$ cat config.mk
export PLATFORM = sky130hd
export DESIGN_NAME = led_spi_tx
export DESIGN_NICKNAME = d
export VERILOG_FILES = /design/src/rtl/led_spi_tx.sv
export SDC_FILE = /design/constraint.sdc
export NUM_CORES = 1
export LEC_CHECK = 0
export CAP_MARGIN = 20
export CELL_PAD_IN_SITES_DETAIL_PLACEMENT = 0
export CELL_PAD_IN_SITES_GLOBAL_PLACEMENT = 2
export CORE_UTILIZATION = 31
export DETAILED_ROUTE_END_ITERATION = 6
export HOLD_SLACK_MARGIN = 0.15
export PLACE_DENSITY_LB_ADDON = 0.1
export SKIP_CTS_REPAIR_TIMING = 1
export SYNTH_ARGS = -nofsm -noshare
export SYNTH_HDL_FRONTEND = slang
export SYNTH_SLANG_ARGS = --single-unit
export TNS_END_PERCENT = 50
$ cat constraint.sdc
create_clock -name rd_clk -period 3.6 [get_ports rd_clk]
set_input_delay 0.72 -clock rd_clk [delete_from_list [all_inputs] [get_ports rd_clk]]
set_output_delay 0.72 -clock rd_clk [all_outputs]
set_load 0.02 [all_outputs]
$ cat src/rtl/led_spi_tx.sv
// Serializes a NUM_BYTES packet (byte 0 first, MSB first) over SCLK/SDO, then strobes LAT and drives the row select.
// Accepts only when idle: packets offered while busy are dropped and flagged, out-of-range rows are rejected in IDLE.
module led_spi_tx #(
  parameter int NUM_BYTES    = 40,
  parameter int CLK_DIV      = 4,
  parameter int LATCH_CYCLES = 8,
  parameter int NUM_ROWS     = 20
) (
  input  logic                   rd_clk,
  input  logic                   rst_n,
  input  logic [8*NUM_BYTES-1:0] pkt_data,
  input  logic [4:0]             row_idx,
  input  logic                   pkt_valid,
  output logic                   pkt_ready,
  output logic                   led_sclk,
  output logic                   led_sdo,
  output logic                   led_lat,
  output logic [4:0]             led_row,
  output logic                   busy,
  output logic                   frame_done,
  output logic                   pkt_drop,
  output logic                   row_err
);
  localparam int NBITS = 8 * NUM_BYTES;
  localparam int BW    = $clog2(NBITS);
  localparam int DW    = (CLK_DIV > 1) ? $clog2(CLK_DIV) : 1;
  localparam int LW    = (LATCH_CYCLES > 1) ? $clog2(LATCH_CYCLES) : 1;
  localparam logic [BW-1:0] BIT_LAST = BW'(NBITS - 1);
  localparam logic [DW-1:0] DIV_LAST = DW'(CLK_DIV - 1);
  localparam logic [LW-1:0] LAT_LAST = LW'(LATCH_CYCLES - 1);
  localparam logic [5:0]    ROWS     = 6'(NUM_ROWS);

  typedef enum logic [1:0] {IDLE, SHIFT, LATCH} state_t;

  state_t           state_q, state_d;
  logic [NBITS-1:0] shadow_q, shadow_d;
  logic [4:0]       row_q, row_d;
  logic [4:0]       led_row_q, led_row_d;
  logic [BW-1:0]    bit_q, bit_d, bit_nxt;
  logic [DW-1:0]    div_q, div_d;
  logic [LW-1:0]    lat_cnt_q, lat_cnt_d;
  logic             sclk_q, sclk_d;
  logic             sdo_q, sdo_d;
  logic             lat_q, lat_d;
  logic             done_q, done_d;
  logic             drop_q, drop_d;
  logic             rerr_q, rerr_d;
  logic             row_ok;

  assign row_ok  = {1'b0, row_idx} < ROWS;
  assign bit_nxt = bit_q + BW'(1);

  always_comb begin
    state_d   = state_q;
    shadow_d  = shadow_q;
    row_d     = row_q;
    led_row_d = led_row_q;
    bit_d     = bit_q;
    div_d     = div_q;
    lat_cnt_d = lat_cnt_q;
    sclk_d    = sclk_q;
    sdo_d     = sdo_q;
    lat_d     = lat_q;
    done_d    = 1'b0;
    drop_d    = pkt_valid && (state_q != IDLE);
    rerr_d    = 1'b0;
    case (state_q)
      IDLE: begin
        if (pkt_valid) begin
          if (row_ok) begin
            shadow_d = pkt_data;
            row_d    = row_idx;
            bit_d    = '0;
            div_d    = '0;
            sclk_d   = 1'b0;
            sdo_d    = pkt_data[7];
            state_d  = SHIFT;
          end else begin
            rerr_d = 1'b1;
          end
        end
      end
      SHIFT: begin
        if (div_q == DIV_LAST) begin
          div_d = '0;
          if (!sclk_q) begin
            sclk_d = 1'b1;
          end else begin
            sclk_d = 1'b0;
            if (bit_q == BIT_LAST) begin
              sdo_d     = 1'b0;
              lat_d     = 1'b1;
              led_row_d = row_q;
              lat_cnt_d = '0;
              state_d   = LATCH;
            end else begin
              // Next bit: same byte index, bit position mirrored so each byte goes MSB first.
              bit_d = bit_nxt;
              sdo_d = shadow_q[{bit_nxt[BW-1:3], ~bit_nxt[2:0]}];
            end
          end
        end else begin
          div_d = div_q + DW'(1);
        end
      end
      LATCH: begin
        if (lat_cnt_q == LAT_LAST) begin
          lat_d   = 1'b0;
          done_d  = 1'b1;
          state_d = IDLE;
        end else begin
          lat_cnt_d = lat_cnt_q + LW'(1);
        end
      end
      default: state_d = IDLE;
    endcase
  end

  always_ff @(posedge rd_clk or negedge rst_n) begin
    if (!rst_n) begin
      state_q   <= IDLE;
      shadow_q  <= '0;
      row_q     <= '0;
      led_row_q <= '0;
      bit_q     <= '0;
      div_q     <= '0;
      lat_cnt_q <= '0;
      sclk_q    <= 1'b0;
      sdo_q     <= 1'b0;
      lat_q     <= 1'b0;
      done_q    <= 1'b0;
      drop_q    <= 1'b0;
      rerr_q    <= 1'b0;
    end else begin
      state_q   <= state_d;
      shadow_q  <= shadow_d;
      row_q     <= row_d;
      led_row_q <= led_row_d;
      bit_q     <= bit_d;
      div_q     <= div_d;
      lat_cnt_q <= lat_cnt_d;
      sclk_q    <= sclk_d;
      sdo_q     <= sdo_d;
      lat_q     <= lat_d;
      done_q    <= done_d;
      drop_q    <= drop_d;
      rerr_q    <= rerr_d;
    end
  end

  assign pkt_ready  = (state_q == IDLE);
  assign busy       = (state_q != IDLE);
  assign led_sclk   = sclk_q;
  assign led_sdo    = sdo_q;
  assign led_lat    = lat_q;
  assign led_row    = led_row_q;
  assign frame_done = done_q;
  assign pkt_drop   = drop_q;
  assign row_err    = rerr_q;

endmodule
---- Yosys cells after proc, flatten, opt, wreduce, memory -nomap -nowiden ----
Index checks and enable logic that the tools add are counted.
cells by class
  add/sub/neg operators ................... 3
  order comparisons ....................... 2
  eq/ne operators ......................... 13
  muxes and demuxes ....................... 45
  bitwise operators ....................... 1
  reduce and logical (&&, ||, !) cells .... 14
operator list
  cell                 number
  $mux 9               5
  $mux 1               19
  $mux 2               9
  $pmux 9 s2           1
  $reduce_and 5->1     3
  $ne 2x2->1 const B   7
  $mux 3               4
  $reduce_and 6->1     2
  $lt 9x10->1 const B  1
  $add 9x1->9 const B  1
  $bmux 1 s9           1
  $eq 9x9->1 const B   1
  $reduce_and 4->1     2
  $pmux 1 s2           3
  $pmux 2 s3           1
  $pmux 3 s2           1
  $reduce_and 3->1     2
  $reduce_bool 2->1    3
  $lt 5x5->1 const B   1
  $eq 2x2->1 const B   2
  $pmux 2 s2           1
  $add 3x1->3 const B  1
  $eq 3x3->1 const B   1
  $not 3->3            1
  5 further kinds      5
word-level totals
  bits in registers ....................... 352
  input bits .............................. 328
  output and inout port bits .............. 13
  word-level logic and storage cells ...... 91

---- Depth between registers and ports, before layout ----
  depth in word-level cells ............... 8
  depth in mapped cells ................... 12
  depth with buffers taken out ............ 9

---- Worst setup path before layout ----
Ideal clock, no wire load.
  kind .................................... register -> register
  from .................................... register bit_q[1]
  to ...................................... register sdo_q (netlist: led_sdo)
  library setup time ...................... 126 ps
  arrival time ............................ 2476 ps
  data required time ...................... 3474 ps
  path slack .............................. 998 ps
  stages on the path, launching flop included .. 13
  path buffers ............................ 4
  period minus slack after synthesis ...... 2602 ps
  cell sequence ........................... dfrtp_1 > ha_1 > buf_4 > buf_6 > buf_4 > buf_2 > mux4_2 > nand3_1 > o21ai_0 > o2111ai_1 > a32oi_1 > o31ai_1 > o21ai_1
on the way
  longest elaborated chain between the ends .. 8
  elaborated cells on any way between the ends .. 9
  classes of those cells .................. add/sub (1); eq/ne (1); mux (6); bitwise (1)
RTL lines
  element                       RTL line  source
  from (decl)                   39        logic [BW-1:0] bit_q, bit_d, bit_nxt;
  from (signal assigned)        139       bit_q <= bit_d;
  $add 9x1->9                   51        assign bit_nxt = bit_q + BW'(1);
  $not 3->3                     99        sdo_d = shadow_q[{bit_nxt[BW-1:3], ~bit_nxt[2:0]}];
  $bmux 1 s9                    99
  $mux 1 (implied by the code)  99
  $mux 1 (*)                    90        if (bit_q == BIT_LAST) begin
  $mux 1 (*)                    86        if (!sclk_q) begin
  $mux 1 (*)                    84        if (div_q == DIV_LAST) begin
  $pmux 1 s2 (*)                67        case (state_q)
  to (signal assigned)          143       sdo_q <= sdo_d;
  to (decl)                     43        logic sdo_q, sdo_d;
Mark *: on every way between the ends. The rest lies on a longest branch, timed or not. The select of a mux whose other input is x is not followed.
A chain may end at the register's enable or synchronous reset.

---- Worst setup path after layout ----
  from .................................... register bit_q[0]
  to ...................................... register sdo_q (netlist: led_sdo)
Same word-level chain as after synthesis.

==> results.toml <==
[power_and_ir_drop]
p_sw_frac = 0.216
p_sw_uw = 1830
vdd_drop_max_v = 0.000265
power_density_mw_per_mm2 = 386
clkPwrFrac = 0.473
power_frac_seq = 0.469
combPwrFrac = 0.058
leakage_uw = 0.0110
internal_power_uw = 6620

[clocking]
cts_root_buffer = "clkbuf_16"
clk_pin_slew_ns = 0.06
clk_latency_ns = 0.56
cts_tree = "done"
htree_levels = 2
clkSinkCount = 352
cts-buffers-inserted = 42
cts_buffer_depth = 3

[grt]
grtUsageTotal = 0.198
grt_overflow = 0
grt_start_max_net_pins = 129
grt_pass1_vias = 13922
antenna_found_initial = 0
grt_pass1_wl_um = 81500

[synth]
syn_area_mm2 = 0.0164
ys_ff_latch = 352
synth.area.top_cells = "dfrtp_1 (54%), nand2_1 (23%), mux4_2 (10%)"
synth_enable_flop_cells = 0
syn_inst = 1754
synth_warnings = 0
yosysTopAreaCell = "dfrtp_1"
synth_top_area_frac = 0.537
synth_nets = 2086
synthArstFlopShare = 1.00
ys_seq_area_frac = 0.537
synth.avg_cell_area_um2 = 9.35
synth_ff_type = "dfrtp_1"
synth_cell_types = 57

[sta]
timing_hold_violations_final = 0
holdWs_ns = 0.466
rsz0062_at_grt = "false"
fin_skew_ns = 0.0107
max_slew_margin = 0.369
fin_crit_ns = 3.19
min_period_over_period = 0.886
worst_slew_pin_slew_ns = 0.942
drv_slew = 0
fmax_mhz = 313
setup_viol = 0
final.setup.tns_ns = 0

[detailed_routing]
firstDrtPassIters = 5
drt_iter0_drc = 754
drt-wirelength-per-cell_um = 18.7
wirelength_um = 51700
route.vias.total = 12935
viasPerCell = 4.67
drc_errors = 0
ant_nets = 0

[floorplanning]
rows = 83
io_pins = 341
initial_utilization = 0.316
die_area_mm2 = 0.0538
core_area_mm2 = 0.0518
die_w_um = 232
die_h_um = 232

[critical_path]
r2r_cells = 9
crit_chain = "ha_4, buf_12, mux4_2, mux2i_1, a221oi_2, o21ai_1, a2111oi_2, o31ai_1, o21ai_1"
cp-end-kind = "register"
crit_fanout = 25
critical-path-max-stage-delay_ns = 0.54
critPathKind = "reg -> reg"
worstPathRequired_ns = 4.03
cp.arrival_ns = 3.62
crit_top_cell = "o21ai_1"
worst_path_max_delay_cell = "ha_4"
start_kind = "register"

[job]
max_cap_violations = 0

[place]
port_buffers = 340
dpl_cell_area_mm2 = 0.0206
routabilityCongestion = 0.824
dp_hpwl_um = 36700

[finish]
fin_area_mm2 = 0.0219
syn2layout_area_growth_pct = 33.3
final_util = 0.422
fillerInstances = 5158
antenna_cells = 0
layout-drive-gt1-share = 0.0900
final_nets = 2397

[worst_hold_path]
holdPathStages = 2
holdCritPathClass = "reg -> reg"

[outcome]
status = "completed"
==> power by group through the flow <==
stage / clock [µW] / combinational [µW] / sequential, µW
final: 4000 / 488 / 3960
after global routing: 4300 / 526 / 3960
after CTS: 4160 / 500 / 3960
after detailed placement: 0 / 496 / 4030
after global placement: 0 / 501 / 4030
after floorplan: 0 / 5.10 / 4030
==> logic make-up after synthesis <==
| family | synth area share |
|---|---|
| xor+xnor | 0.00466 |
| flops | 0.537 |
| buf+inv | 0.0359 |
| fa+ha+maj | 0.00305 |
| compound gates | 0.0331 |
| mux | 0.134 |
| simple gates | 0.252 |
==> cell usage in the layout, fill, tap and decap left out, types with 5 or more instances in the layout <==
| cell type | count |
|---|---|
| nand2_1 | 1005 |
| dfrtp_1 | 351 |
| clkdlybuf4s50_1 | 339 |
| mux4_2 | 75 |
| clkbuf_16 | 43 |
| o21ai_0 | 33 |
| mux2i_1 | 27 |
| buf_4 | 21 |
| nor2_1 | 17 |
| nand3_1 | 16 |
| clkbuf_1 | 15 |
| buf_12 | 14 |
| inv_1 | 13 |
| a21oi_1 | 10 |
| mux2_2 | 9 |
| nand2b_1 | 8 |
| xnor2_1 | 5 |
| mux4_1 | 5 |
==> Yosys cell counts, types with 3 or more instances <==
library cell	instances
buf_6	6
ha_1	4
inv_1	13
a31oi_1	3
buf_2	12
mux4_2	75
buf_4	10
and3_1	4
nand2b_1	8
a32oi_1	4
a221oi_1	4
buf_1	3
nand3_1	17
xnor2_1	5
o21ai_1	3
nor2_1	17
o21bai_1	4
mux2_2	9
mux4_1	5
o21ai_0	33
dfrtp_1	352
mux2i_1	27
and2_1	3
a21oi_1	10
o31ai_1	4
clkbuf_1	76
nand2_1	1005
==> path summary, 6_finish.rpt <==
path | start | to | slack, ns
worst max-delay path | bit_q[0] | led_sdo | 0.41
worst min-delay path | shadow_q[64] | shadow_q[64] | 0.47
worst max register to register | bit_q[0] | led_sdo | 0.41
worst min register to register | shadow_q[64] | shadow_q[64] | 0.47
max in group asynchronous | rst_n | shadow_q[102] | 1.98
min in group asynchronous | rst_n | shadow_q[30] | 0.65
==> registers in the layout (all words and copies together) (netlist names) <==
name / cells
pkt_drop: 1
row_err: 1
shadow_q: 320
row_q: 5
lat_cnt_q: 3
led_row: 5
div_q: 2
state_q: 2
led_sclk: 1
led_sdo: 1
led_lat: 1
frame_done: 1
bit_q: 9
==> area by class of cell <==
cell class,instances,area [µm²],area share
clock buffer,62,1190,0.0543
clock inverter,7,66.3,0.00303
inverter,13,48.8,0.00223
multi-input combinational,1280,7040,0.322
sequential,352,8810,0.403
tap,680,851,0.0389
timing repair buffer,376,3860,0.176
==> per-stage QoR <==
stage	total power, µW	instances	setup slack [ns]
finish	8440	2770	0.409
CTS	8620	2769	0.380
global placement	4530	2700	0.378
global route	8780	2770	0.238
floorplan	4040	1754	0.998
detailed placement	4530	2700	0.406
==> worst max-delay path: cells and delay by family (launching register included) <==
family / cells / cell delay [ns]
AOI/OAI and AO/OA: 5 / 0.73
adders and majority gates: 1 / 0.54
buffers and inverters: 1 / 0.27
DFF: 1 / 0.53
muxes: 2 / 0.97
==> routing by layer <==
layer	share of wire	GRT usage
met1	0.45	0.265
met2	0.49	0.330
met3	0.046	0.0334
met4	0.019	0.0528
met5	0	0
Note: power is estimated with default switching activity, not from simulation.
